### src/rtl/font_codes_pkg.sv
// Shared font character codes and the state encoding for the value-to-text converter.
package font_codes_pkg;

  typedef logic [7:0] char_code_t;

  localparam char_code_t CHAR_DIGIT_0 = 8'd0;
  localparam char_code_t CHAR_DIGIT_1 = 8'd1;
  localparam char_code_t CHAR_DIGIT_2 = 8'd2;
  localparam char_code_t CHAR_DIGIT_3 = 8'd3;
  localparam char_code_t CHAR_DIGIT_4 = 8'd4;
  localparam char_code_t CHAR_DIGIT_5 = 8'd5;
  localparam char_code_t CHAR_DIGIT_6 = 8'd6;
  localparam char_code_t CHAR_DIGIT_7 = 8'd7;
  localparam char_code_t CHAR_DIGIT_8 = 8'd8;
  localparam char_code_t CHAR_DIGIT_9 = 8'd9;
  localparam char_code_t CHAR_BLANK   = 8'd255;
  localparam char_code_t CHAR_OVF     = 8'd254;

  typedef enum logic [1:0] {
    ST_IDLE,
    ST_CONVERT,
    ST_WRITE
  } v2c_state_t;

  // Elaboration-time 10^n, used for the largest value that fits in n digits.
  function automatic longint unsigned pow10(input int unsigned n);
    longint unsigned r;
    r = 64'd1;
    for (int unsigned i = 0; i < n; i++) begin
      r = r * 64'd10;
    end
    return r;
  endfunction

endpackage

### src/rtl/value_to_char_codes_if.sv
// Request/response and text-buffer write port of the value-to-text converter.
interface value_to_char_codes_if
  import font_codes_pkg::*;
#(
  parameter int unsigned VALUE_W = 10,
  parameter int unsigned DIGITS  = 4
);
  localparam int unsigned ADDR_W = (DIGITS > 1) ? $clog2(DIGITS) : 1;

  logic               start;
  logic [VALUE_W-1:0] value;
  logic               busy;
  logic               done;
  logic               wr_en;
  logic [ADDR_W-1:0]  wr_addr;
  char_code_t         wr_data;

  modport master (
    output start, value,
    input  busy, done, wr_en, wr_addr, wr_data
  );

  modport slave (
    input  start, value,
    output busy, done, wr_en, wr_addr, wr_data
  );

endinterface

### src/rtl/bcd_add3.sv
// Double-dabble nibble correction: add 3 to any BCD digit of 5 or more before the shift.
module bcd_add3 (
  input  logic [3:0] nibble,
  output logic [3:0] adjusted_c
);

  assign adjusted_c = (nibble >= 4'd5) ? nibble + 4'd3 : nibble;

endmodule

### src/rtl/value_to_char_codes.sv
// Converts a binary reading to DIGITS font codes (blank leading zeros, overflow marks)
// and writes them, most significant cell first, into the text buffer.
module value_to_char_codes
  import font_codes_pkg::*;
#(
  parameter int unsigned VALUE_W    = 10,
  parameter int unsigned DIGITS     = 4,
  parameter char_code_t  BLANK_CODE = CHAR_BLANK,
  parameter char_code_t  OVF_CODE   = CHAR_OVF
) (
  input  logic                 clk,
  input  logic                 rst_n,
  value_to_char_codes_if.slave bus
);

  localparam int unsigned     BCD_W     = 4 * DIGITS;
  localparam int unsigned     CAT_W     = BCD_W + VALUE_W;
  localparam int unsigned     ADDR_W    = (DIGITS > 1) ? $clog2(DIGITS) : 1;
  localparam int unsigned     CNT_W     = $clog2(VALUE_W + 1);
  localparam longint unsigned MAX_VAL   = pow10(DIGITS) - 64'd1;
  localparam logic [CNT_W-1:0]  LAST_BIT  = CNT_W'(VALUE_W - 1);
  localparam logic [ADDR_W-1:0] LAST_CELL = ADDR_W'(DIGITS - 1);

  if (DIGITS < 1 || VALUE_W < 1) begin : g_param_check
    $error("value_to_char_codes: DIGITS and VALUE_W must both be at least 1");
  end

  v2c_state_t         state_q, state_d;
  logic [VALUE_W-1:0] shift_q, shift_d;
  logic [BCD_W-1:0]   bcd_q, bcd_d;
  logic [CNT_W-1:0]   bit_cnt_q, bit_cnt_d;
  logic [ADDR_W-1:0]  cell_q, cell_d;
  logic               ovf_q, ovf_d;
  logic               busy_q, busy_d;
  logic               done_q, done_d;
  logic               wr_en_q, wr_en_d;
  logic [ADDR_W-1:0]  wr_addr_q, wr_addr_d;
  char_code_t         wr_data_q, wr_data_d;

  logic [BCD_W-1:0]   bcd_adj_c;
  logic [CAT_W-1:0]   cat_c;
  logic [BCD_W-1:0]   src_bcd_c;
  logic [3:0]         nib_c;
  logic               lead_zero_c;
  char_code_t         code_c [DIGITS];

  for (genvar g = 0; g < DIGITS; g++) begin : g_adj
    bcd_add3 u_add3 (
      .nibble     (bcd_q[4*g +: 4]),
      .adjusted_c (bcd_adj_c[4*g +: 4])
    );
  end

  // One double-dabble step: adjusted BCD and the value shift left together.
  assign cat_c = {bcd_adj_c, shift_q} << 1;

  // The first cell is written straight off the final shift, later cells from the held result.
  assign src_bcd_c = (state_q == ST_CONVERT) ? cat_c[CAT_W-1:VALUE_W] : bcd_q;

  // Code per cell; leading zeros blank except the least significant cell.
  always_comb begin
    lead_zero_c = 1'b1;
    nib_c       = 4'd0;
    for (int unsigned i = 0; i < DIGITS; i++) begin
      nib_c       = src_bcd_c[4*(DIGITS-1-i) +: 4];
      lead_zero_c = lead_zero_c && (nib_c == 4'd0);
      if (ovf_q) begin
        code_c[i] = OVF_CODE;
      end else if ((i < DIGITS - 1) && lead_zero_c) begin
        code_c[i] = BLANK_CODE;
      end else begin
        code_c[i] = {4'b0000, nib_c};
      end
    end
  end

  always_comb begin
    state_d   = state_q;
    shift_d   = shift_q;
    bcd_d     = bcd_q;
    bit_cnt_d = bit_cnt_q;
    cell_d    = cell_q;
    ovf_d     = ovf_q;
    done_d    = 1'b0;
    wr_en_d   = 1'b0;
    wr_addr_d = wr_addr_q;
    wr_data_d = wr_data_q;

    unique case (state_q)
      ST_IDLE: begin
        if (bus.start) begin
          shift_d   = bus.value;
          bcd_d     = '0;
          bit_cnt_d = '0;
          ovf_d     = (64'(bus.value) > MAX_VAL);
          state_d   = ST_CONVERT;
        end
      end
      ST_CONVERT: begin
        bcd_d     = cat_c[CAT_W-1:VALUE_W];
        shift_d   = cat_c[VALUE_W-1:0];
        bit_cnt_d = bit_cnt_q + CNT_W'(1);
        if (bit_cnt_q == LAST_BIT) begin
          state_d   = ST_WRITE;
          cell_d    = '0;
          wr_en_d   = 1'b1;
          wr_addr_d = '0;
          wr_data_d = code_c[0];
        end
      end
      ST_WRITE: begin
        if (cell_q == LAST_CELL) begin
          state_d = ST_IDLE;
          done_d  = 1'b1;
        end else begin
          cell_d    = cell_q + ADDR_W'(1);
          wr_en_d   = 1'b1;
          wr_addr_d = cell_d;
          wr_data_d = code_c[cell_d];
        end
      end
      default: state_d = ST_IDLE;
    endcase

    busy_d = (state_d != ST_IDLE);
  end

  always_ff @(posedge clk) begin
    if (!rst_n) begin
      state_q   <= ST_IDLE;
      shift_q   <= '0;
      bcd_q     <= '0;
      bit_cnt_q <= '0;
      cell_q    <= '0;
      ovf_q     <= 1'b0;
      busy_q    <= 1'b0;
      done_q    <= 1'b0;
      wr_en_q   <= 1'b0;
      wr_addr_q <= '0;
      wr_data_q <= '0;
    end else begin
      state_q   <= state_d;
      shift_q   <= shift_d;
      bcd_q     <= bcd_d;
      bit_cnt_q <= bit_cnt_d;
      cell_q    <= cell_d;
      ovf_q     <= ovf_d;
      busy_q    <= busy_d;
      done_q    <= done_d;
      wr_en_q   <= wr_en_d;
      wr_addr_q <= wr_addr_d;
      wr_data_q <= wr_data_d;
    end
  end

  assign bus.busy    = busy_q;
  assign bus.done    = done_q;
  assign bus.wr_en   = wr_en_q;
  assign bus.wr_addr = wr_addr_q;
  assign bus.wr_data = wr_data_q;

endmodule

### src/flat_wrapper.sv
// flat-port wrapper written by rule: the top's interface ports become plain ports
module value_to_char_codes_flat import font_codes_pkg::*;
#(
  parameter int unsigned VALUE_W    = 10,
  parameter int unsigned DIGITS     = 4,
  parameter char_code_t  BLANK_CODE = CHAR_BLANK,
  parameter char_code_t  OVF_CODE   = CHAR_OVF
)
  (clk, rst_n, bus_start, bus_value, bus_busy, bus_done, bus_wr_en, bus_wr_addr, bus_wr_data);
  value_to_char_codes_if #(.VALUE_W(VALUE_W), .DIGITS(DIGITS)) bus_i ();
  input  logic clk;
  input  logic rst_n;
  input wire logic [$bits(bus_i.start)-1:0] bus_start;
  input wire logic [$bits(bus_i.value)-1:0] bus_value;
  output wire logic [$bits(bus_i.busy)-1:0] bus_busy;
  output wire logic [$bits(bus_i.done)-1:0] bus_done;
  output wire logic [$bits(bus_i.wr_en)-1:0] bus_wr_en;
  output wire logic [$bits(bus_i.wr_addr)-1:0] bus_wr_addr;
  output wire logic [$bits(bus_i.wr_data)-1:0] bus_wr_data;
  assign bus_i.start = bus_start;
  assign bus_i.value = bus_value;
  assign bus_busy = bus_i.busy;
  assign bus_done = bus_i.done;
  assign bus_wr_en = bus_i.wr_en;
  assign bus_wr_addr = bus_i.wr_addr;
  assign bus_wr_data = bus_i.wr_data;
  value_to_char_codes #(.VALUE_W(VALUE_W), .DIGITS(DIGITS), .BLANK_CODE(BLANK_CODE), .OVF_CODE(OVF_CODE)) u_core (.clk(clk), .rst_n(rst_n), .bus(bus_i));
endmodule
### config.mk
export PLATFORM = sky130hd
export DESIGN_NAME = value_to_char_codes_flat
export DESIGN_NICKNAME = d
export VERILOG_FILES = /design/src/rtl/font_codes_pkg.sv /design/src/rtl/value_to_char_codes_if.sv /design/src/rtl/bcd_add3.sv /design/src/rtl/value_to_char_codes.sv /design/src/flat_wrapper.sv
export SDC_FILE = /design/constraint.sdc
export NUM_CORES = 1
export LEC_CHECK = 0
export CAP_MARGIN = 20
export CORE_MARGIN = 3
export CORE_UTILIZATION = 52
export DETAILED_ROUTE_END_ITERATION = 8
export PLACE_DENSITY = 0.85
export SYNTH_ARGS = -nofsm -noshare
export SYNTH_HDL_FRONTEND = slang
export SYNTH_SLANG_ARGS = --single-unit
### constraint.sdc
create_clock -name clk -period 2.7 [get_ports clk]
set_input_delay 0.405 -clock clk [delete_from_list [all_inputs] [get_ports clk]]
set_output_delay 0.405 -clock clk [all_outputs]
set_load 0.01 [all_outputs]
### Word level (Yosys, flattened, before mapping)

Index checks and enable logic that the tools add are counted.

* multiplexer cells: 31
* reductions and logical operators: 12
* bitwise gates (word level): 1
* magnitude comparators: 5
* $add $sub $neg: 6
* equality and inequality tests: 7

Operator list (count)
* 8-bit 2-to-1 mux: 7
* 16-bit 2-to-1 mux: 2
* 16-bit one-hot mux with 2 select lines: 1
* 10-bit one-hot mux with 2 select lines: 1
* 8-bit binary-select mux with 2-bit select: 1
* 4-bit by 3-bit greater-or-equal comparator with 1-bit output, second input constant: 4
* 4-bit 2-to-1 mux: 4
* 8-bit one-hot mux with 2 select lines: 1
* 4-bit by 2-bit adder with 4-bit output, second input constant: 3
* 4-bit logical NOT: 3
* 10-bit 2-to-1 mux: 1
* 2-bit 2-to-1 mux: 5
* 4-bit one-hot mux with 2 select lines: 1
* 2-bit inequality test, second input constant: 3
* 2-bit one-hot mux with 3 select lines: 1
* 2-bit nonzero test: 3
* 4-bit by 1-bit adder with 4-bit output, second input constant: 1
* 2-bit equality test, second input constant: 2
* 4-bit equality test, second input constant: 1
* 2-bit one-hot mux with 2 select lines: 1
* 2-bit AND reduction: 2
* 3-bit by 2-bit adder with 3-bit output, second input constant: 1
* 3-bit greater-or-equal comparator, second input constant: 1
* 1-bit 2-to-1 mux: 3
* other kinds (8): 9

* input port bits: 13
* flip-flop bits (word level): 45
* output and inout bits: 13
* logic and storage cells: 71

### Longest topological paths before layout

Gate-level depths: netlist (run 1).

* depth in word-level cells: 12
* mapped depth: 11
* mapped depth without buffers: 9

### Cells and area by module

A second synthesis (run 1) with hierarchy kept.

* cell total of the unflattened synthesis: 316
* area, all modules: 2732.6 um2

Modules (own cells, without submodules)
* value_to_char_codes: instances 1, area each 2327.2 um2, cells each 252, sequential area each 840.8 um2
* bcd_add3: instances 4, area each 101.3 um2, cells each 16, sequential area each 0.0 um2

### Least setup slack after synthesis (run 1)

OpenSTA, ideal clock, no wires.

* path type: register -> register
* start: reg u_core.bcd_q[8]
* end: reg u_core.wr_data_q[2], in the netlist u_core.bus.wr_data[2]
* library setup time: 122 ps
* slack: 192 ps
* cell stages (with the launch flop): 10
* arrival: 2386 ps
* period minus slack after synthesis: 2508 ps
* buffers on the path: 0
* required time: 2578 ps
* path through: dfxtp_1 -> inv_1 -> ha_1 -> nand2b_1 -> or3b_4 -> and4b_4 -> o31ai_4 -> nor2_2 -> a2111o_1 -> a221o_1

* cells in the longest elaborated chain, start to end: 12
* elaborated cells on any way between the ends: 17
* classes of those cells: add/sub: 1; order compare: 1; mux: 11; reduce/logical: 4

RTL lines
* start: declaration: line value_to_char_codes.sv:30 `logic [BCD_W-1:0] bcd_q, bcd_d;`
* start signal: assignment: line value_to_char_codes.sv:132 `bcd_q <= '0;`
* start signal: assignment: line value_to_char_codes.sv:144 `bcd_q <= bcd_d;`
* 4-bit by 2-bit adder with 4-bit output or 4-bit by 3-bit greater-or-equal comparator with 1-bit output (tied branches): line bcd_add3.sv:7 `assign adjusted_c = (nibble >= 4'd5) ? nibble + 4'd3 : nibble;`
* 4-bit 2-to-1 mux: line bcd_add3.sv:7
* 16-bit 2-to-1 mux *: line value_to_char_codes.sv:58 `assign src_bcd_c = (state_q == ST_CONVERT) ? cat_c[CAT_W-1:VALUE_W] : bcd_q;`
* 4-bit logical NOT: line value_to_char_codes.sv:66 `lead_zero_c = lead_zero_c && (nib_c == 4'd0);`
* 1-bit logical AND (2 in a row): line value_to_char_codes.sv:66
* 8-bit 2-to-1 mux: line value_to_char_codes.sv:69 `end else if ((i < DIGITS - 1) && lead_zero_c) begin`
* 8-bit binary-select mux with 2-bit select: line value_to_char_codes.sv:119 `wr_data_d = code_c[cell_d];`
* 8-bit 2-to-1 mux (implied by the code) (2 in a row): line value_to_char_codes.sv:119
* 8-bit 2-to-1 mux: line value_to_char_codes.sv:112 `if (cell_q == LAST_CELL) begin`
* 8-bit one-hot mux with 2 select lines *: line value_to_char_codes.sv:89 `unique case (state_q)`
* end signal: assignment: line value_to_char_codes.sv:152 `wr_data_q <= wr_data_d;`
* end: declaration: line value_to_char_codes.sv:38 `char_code_t wr_data_q, wr_data_d;`

Mark *: on every way between the ends. The rest lies on a longest branch, timed or not. The select of a mux whose other input is x is not followed.
A chain may end at the register's enable or synchronous reset.

### Worst setup path after layout (run 1)

* start: reg u_core.bcd_q[13]
* end: reg u_core.wr_data_q[2], in the netlist u_core.bus.wr_data[2]

* cells in the longest elaborated chain, start to end: 12
* elaborated cells on any way between the ends: 16
* classes of those cells: add/sub: 1; order compare: 1; mux: 11; reduce/logical: 3

RTL lines (line)
* 4-bit by 3-bit greater-or-equal comparator with 1-bit output or 3-bit by 2-bit adder with 3-bit output (tied branches): bcd_add3.sv:7
* 3-bit 2-to-1 mux: bcd_add3.sv:7
* 16-bit 2-to-1 mux *: value_to_char_codes.sv:58
* 4-bit logical NOT: value_to_char_codes.sv:66
* 1-bit logical AND (2 in a row): value_to_char_codes.sv:66
* 8-bit 2-to-1 mux: value_to_char_codes.sv:69
* 8-bit binary-select mux with 2-bit select: value_to_char_codes.sv:119
* 8-bit 2-to-1 mux (implied by the code) (2 in a row): value_to_char_codes.sv:119
* 8-bit 2-to-1 mux: value_to_char_codes.sv:112
* 8-bit one-hot mux with 2 select lines *: value_to_char_codes.sv:89

Marks and branches as above.

==> metrics.yaml, run 1 <==
status: "finished clean"
r2r_cells: 9
start_util_pct: 54.3
leakagePower_nw: 1.26
clkSinkCount: 42
hold_violations: 0
grt-ovfl-total: 0
die_h_microns: 79.3
rr_startpoint: "u_core.bcd_q[13]$_SDFFE_PN0P_"
crit_start: "u_core.bcd_q[13]$_SDFFE_PN0P_"
slew_headroom_pct: 56.1
path_cells: "inv_1 > ha_1 > nand2b_1 > a21oi_2 > and4b_4 > o31a_1 > nor3_1 > a211oi_1 > a221o_1"
whs_endpoint: "u_core.bus.wr_data[1]$_SDFFE_PN0P_"
cts.root.buffer_cell: "clkbuf_8"
final_antenna_net_count: 0
grt_use_total_pct: 21.5
hold_buffers: 0
syn_nets: 379
clk_latency_ns: 0.30
min_from: "u_core.bus.wr_data[1]$_SDFFE_PN0P_"
critical-path-top-delay-family: "compound AO/OA/AOI/OAI gates"
synth-seq-cells: 42
cts_tree: "yes"
dp_hpwl_mm: 4.78
first_global_vias: 2443
setup_tns_ns: 0
dieArea_sq_um: 6280
critical_path_class: "reg2reg"
wl_per_cell_microns: 14.6
synth_top_area_share_pct: 30.1
power_density_nw_per_um2: 422
clock_path_buffers: 2
finalCoreUtilization_pct: 63.7
drt-total-wl_mm: 6.54
synth-async-reset-ratio_pct: 0
drc: 0
synth-edff-count: 0
crit_path_end_kind: "register"
netlist_area_sq_um: 2790
synth.top_cells.by_count: "dfxtp_1, nand2_1, o21ai_0, nor2_1"
cp.arrival_ns: 2.72
clock_skew_ns: 0.00910
port_buffers: 25
rsz0062_at_grt: "false"
ctsHtreeMaxLevel: 2
min_path_cells: 1
layout-drive-gt1-share_pct: 11.4
die_w_microns: 79.3
numCtsBuffers: 5
ir_drop_mv: 0.364
num-nets-final: 404
maxSlewViolCount: 0
path_clk_slew_ns: 0.09
synth_warnings: 0
period_needed_ns: 2.54
first_pass_iters: 5
critical_path_buf_inv_count: 1
worstSetupStartpointType: "register"
antenna_found_initial: 0
worstPathRequired_ns: 2.88
tightestPinTransition_ns: 0.656
synth_cell_types: 61
routabilityCongestion: 0.941
synth_area_leader_cell: "dfxtp_1"
grt_max_degree: 39
hp-class: "reg2reg"
ys_seq_area_share_pct: 30.1
finalSetupViolCount: 0
drt_iter0_markers: 242
ioPinCount: 26
rows: 26
avgSynthCellArea_sq_um: 7.95
core-area_sq_um: 5140
post-route-period-util_pct: 94.0
n_antenna_cell: 0
vias_per_cell: 5.85
vias: 2613
synth.area.top_cells: "dfxtp_1, ha_1, nand2_1"
grt_pass1_wl_mm: 10.8
worst_r2r_endpoint: "u_core.bus.wr_data[2]$_SDFFE_PN0P_"
crit_path_max_fanout: 5
slowest_delay_ns: 0.40
syn_inst: 351
area_delta_synth_final_pct: 17.3
regToRegSetupSlack_ns: 0.16
cp_slowest_cell: "dfxtp_1"
max_freq_mhz: 394
maxCapViolCount: 0
dominantRegCellSynth: "dfxtp_1"
[per-layer routing]
| metal | share of wire (%) | GRT usage (%) | vias to the layer above |
|---|---|---|---|
| met5 | 0 | 0 | - |
| met4 | 0.81 | 6.19 | 0 |
| met3 | 5.4 | 4.20 | 6 |
| met2 | 47 | 36.9 | 84 |
| met1 | 46 | 27.4 | 1203 |
| li1 | - | - | 1320 |
[cell type report]
class	count	area, sq um
Sequential cell	42	843
Timing Repair Buffer	39	355
Tap cell	70	87.6
Fill cell	455	1870
Clock inverter	3	23.8
Inverter	15	56.3
Clock buffer	5	68.8
Multi-Input combinational cell	273	1840
[repair_timing]
item	in CTS	in global routing
resized for setup	0	11
setup buffers	0	1
endpoints found under the setup margin	0	5
[where the power goes]
group	switching, W	total [W]	internal (W)	leakage, nW
clock	0.000239	0.000424	0.000185	0.0408
combinational	0.000158	0.000288	0.000130	0.875
sequential	0.0000199	0.000669	0.000649	0.343
[cell usage in the layout, fill, tap and decap left out, types with 9 or more instances in the layout]
cell	count
nand2_1	42
a21boi_0	11
nor2b_1	14
a21oi_1	16
nor3_1	14
clkdlybuf4s50_1	25
nor2_1	18
dfxtp_1	40
nand3_1	17
o211a_1	9
ha_1	13
mux2i_1	12
inv_1	15
buf_4	14
o21ai_0	24
[how the worst max path moves through the flow]
stage                                               endpoint  slack (ns)  cells past startpoint
after global placement    u_core.bus.wr_data[2]$_SDFFE_PN0P_        0.19                      9
after global routing      u_core.bus.wr_data[0]$_SDFFE_PN0P_      0.0007                      9
final                     u_core.bus.wr_data[2]$_SDFFE_PN0P_        0.16                      9
after detailed placement  u_core.bus.wr_data[6]$_SDFFE_PN0P_        0.04                      9
after floorplan           u_core.bus.wr_data[2]$_SDFFE_PN0P_        0.19                      9
after CTS                 u_core.bus.wr_data[6]$_SDFFE_PN0P_        0.02                      9
[sequential cells by signal, summed over array words and instances (netlist names)]
signal              cells
u_core.state_q          2
u_core.shift_q         10
u_core.bus.done         1
u_core.bus.wr_addr      2
u_core.bit_cnt_q        4
u_core.bus.wr_data      5
u_core.bus.busy         1
u_core.bcd_q           16
u_core.bus.wr_en        1
[per-stage QoR]
stage	power, W	hold WS [ns]	setup WS, ns	area, sq um	instances
global route	0.00145	0.531	0.000725	3270	447
CTS	0.00138	0.494	0.0211	3220	446
global placement	0.000956	0.453	0.191	3130	438
detailed placement	0.000966	0.467	0.0421	3130	438
floorplan	0.000867	0.443	0.192	2790	351
finish	0.00138	0.488	0.162	3270	447
[logic make-up after synthesis]
logic type / after synthesis / synth area share, %
buffers and inverters: 36 / 5.56
xor gates and xnor gates: 3 / 0.941
DFF: 42 / 30.1
and+or+nand+nor: 134 / 24.2
muxes: 14 / 5.11
adders and majority gates: 15 / 6.72
AOI/OAI and AO/OA: 107 / 27.3
Power figures use the tool's default switching activity.
==> run 2, diff against run 1 <==
--- a/config.mk
+++ b/config.mk
@@ -5,6 +5,7 @@
 export SDC_FILE = /design/constraint.sdc
 export NUM_CORES = 1
 export LEC_CHECK = 0
+export ABC_CLOCK_PERIOD_IN_PS = 2700
 export CAP_MARGIN = 20
 export CORE_MARGIN = 3
 export CORE_UTILIZATION = 52
==> results of run 2 <==
No change in the layout: final DEF, timing and power equal those of run 1.
==> run 3, diff against run 2 <==
==> constraint.sdc (replaced) <==
create_clock -name clk -period 2.7 [get_ports clk]
set_input_delay 0.405 -clock clk [delete_from_list [all_inputs] [get_ports clk]]
set_output_delay 0.405 -clock clk [all_outputs]
set_load 0.005 [all_outputs]
==> results of run 3 <==
The final DEF is identical to that of run 1. Status: finished clean.
==> patch: new RTL, settings of run 1 <==
The 3 states of `v2c_state_t` get a one-hot encoding in 3 bits.
--- a/src/rtl/font_codes_pkg.sv
+++ b/src/rtl/font_codes_pkg.sv
@@ -18,6 +18,6 @@
 
-  typedef enum logic [1:0] {
-    ST_IDLE,
-    ST_CONVERT,
-    ST_WRITE
+  typedef enum logic [2:0] {
+    ST_IDLE    = 3'b001,
+    ST_CONVERT = 3'b010,
+    ST_WRITE   = 3'b100
   } v2c_state_t;
Formal check against the unedited RTL: no difference found for any inputs over 10 cycles, from zero or initial values and one cycle with rst_n low; not proved beyond that.
==> patch against run 1 <==
- routed wire length down 11%
- area after synthesis shrank 9.9%
- design area down 10%
- worst setup slack improved by 70 ps
- critical path depth fell by 2
- sequential cell count up 1
- non-clock buffer count is 4 lower
Power is not compared: it rests on default switching activity, and its combinational part moved more than twofold at a synthesized area within 25%.
==> patch: results (changes against run 1) <==
RUN STATUS
------------------------------------------------------------------------------
Outcome                                                           finished clean   unchanged

WORST SETUP PATH
------------------------------------------------------------------------------
Critical path launch point                                        u_core.state_q[1]   was u_core.bcd_q[13]
R2r setup slk                                                           230 ps   was 160 ps
Standard cell with the maximum stage delay on the critical path   sky130_fd_sc_hd__or3b_4   was sky130_fd_sc_hd__dfxtp_1
Delay contributed by the slowest stage of the critical path             540 ps   was 400 ps
Worst path bufs/invs                                                         0   was 1

FINAL LAYOUT
------------------------------------------------------------------------------
Share of layout cells above drive strength 1                             9.32%   was 11.4%
Filler instances                                                           390   was 455
Nets@finish                                                                345   was 404

PLACE
------------------------------------------------------------------------------
Final GP Congestion                                                       1.00   was 0.941
DP Wirelength                                                          4310 µm   was 4780 µm
Placed Instances                                                           366   was 438

SYNTH
------------------------------------------------------------------------------
Cells after Synth                                                          297   was 351
Largest cells by area after synthesis                             sky130_fd_sc_hd__dfxtp_1 34%, sky130_fd_sc_hd__ha_1 5.5%, sky130_fd_sc_hd__nand2_1 4.3%   was sky130_fd_sc_hd__dfxtp_1 30%, sky130_fd_sc_hd__ha_1 6.7%, sky130_fd_sc_hd__nand2_1 5.6%
Number of nets in the synthesized netlist                                  321   was 379
Most frequent cells after synthesis                               43 x sky130_fd_sc_hd__dfxtp_1, 29 x sky130_fd_sc_hd__nand2_1, 20 x sky130_fd_sc_hd__nor2_1, 19 x sky130_fd_sc_hd__a21oi_1, 18 x sky130_fd_sc_hd__o21ai_0   was 42 x sky130_fd_sc_hd__dfxtp_1, 42 x sky130_fd_sc_hd__nand2_1, 24 x sky130_fd_sc_hd__o21ai_0, 18 x sky130_fd_sc_hd__nor2_1

GLOBAL ROUTE
------------------------------------------------------------------------------
Global-route wire length before repair                                 9340 µm   was 10,800 µm
Number of global-route vias before repair                                2,041   was 2,443

ROUTING
------------------------------------------------------------------------------
Number of iterations in the first detailed-routing pass                      4   was 5
Number of DRC violations after detailed-routing iteration 0                141   was 242
WL per Instance                                                        15.5 µm   was 14.6 µm
Routed WL                                                              5800 µm   was 6540 µm

MIN PATH
------------------------------------------------------------------------------
Launch instance of the worst min-delay path                       u_core.bit_cnt_q[3]   was u_core.bus.wr_data[1]

STA
------------------------------------------------------------------------------
Slew at the pin closest to its max-slew limit                           534 ps   was 656 ps
Clock skew                                                             7.31 ps   was 9.10 ps

==> patch: cell count changes after synthesis, sizes merged, moves of 4 or more <==
cell	delta
nor3	-9
a21boi	-7
o21ai	-8
ha	-4
inv	-4
nand3	-5
nand2	-13
xor2	+4
==> patch: logic make-up (layout without fill, tap and decap cells) <==
| kind of cell | after synthesis | after routing | synth area share, % |
|---|---|---|---|
| DFF | 43 | 43 | 34.2 |
| AOI/OAI and AO/OA | 91 | 91 | 26.4 |
| muxes | 11 | 11 | 4.43 |
| buffers and inverters | 29 | 54 | 5.17 |
| and+or+nand+nor | 104 | 104 | 21.5 |
| xor gates and xnor gates | 8 | 8 | 2.79 |
| adders and majority gates | 11 | 11 | 5.47 |
==> patch: cell type report <==
class                      instances  share of cell area (%)
multi-input combinational        225                    51.9
clock inverter                     2                    1.19
tap                               52                    2.22
timing repair buffer              35                    11.1
sequential                        43                    29.3
clock buffer                       6                    2.81
inverter                          11                    1.41
==> patch: per-stage QoR <==
step | instance area, µm² | total power, W | hold slack [ps] | setup WS [ps] | util (%)
after CTS | 2930 | 0.00131 | 452 | 258 | 65.1
final | 2930 | 0.00129 | 458 | 232 | 65.1
after floorplan | 2510 | 0.000747 | 423 | 344 | -
after detailed placement | 2820 | 0.000790 | 441 | 288 | 62.5
after global routing | 2930 | 0.00134 | 485 | 16.3 | 65.1
after global placement | 2820 | 0.000786 | 439 | 288 | 62.5
==> patch: routing by layer <==
layer	global-route usage [%]	wire [µm]
met1	26.3	2580
met2	37.3	2890
met3	5.54	269
met4	5.24	63
met5	0	0
==> patch: power groups by stage <==
stage / clock [W] / sequential (W) / combinational, W
final: 0.000518 / 0.000660 / 0.000114
after global routing: 0.000556 / 0.000662 / 0.000123
after detailed placement: 0 / 0.000675 / 0.000115
after CTS: 0.000531 / 0.000660 / 0.000115
after global placement: 0 / 0.000674 / 0.000112
after floorplan: 0 / 0.000673 / 0.0000744
==> patch: path summary, 6_finish.rpt <==
path | cells after the start | end
setup / recovery | 7 | u_core.bus.wr_data[2]
hold / removal | 1 | u_core.bit_cnt_q[3]
setup reg to reg | 7 | u_core.bus.wr_data[2]
hold reg to reg | 1 | u_core.bit_cnt_q[3]
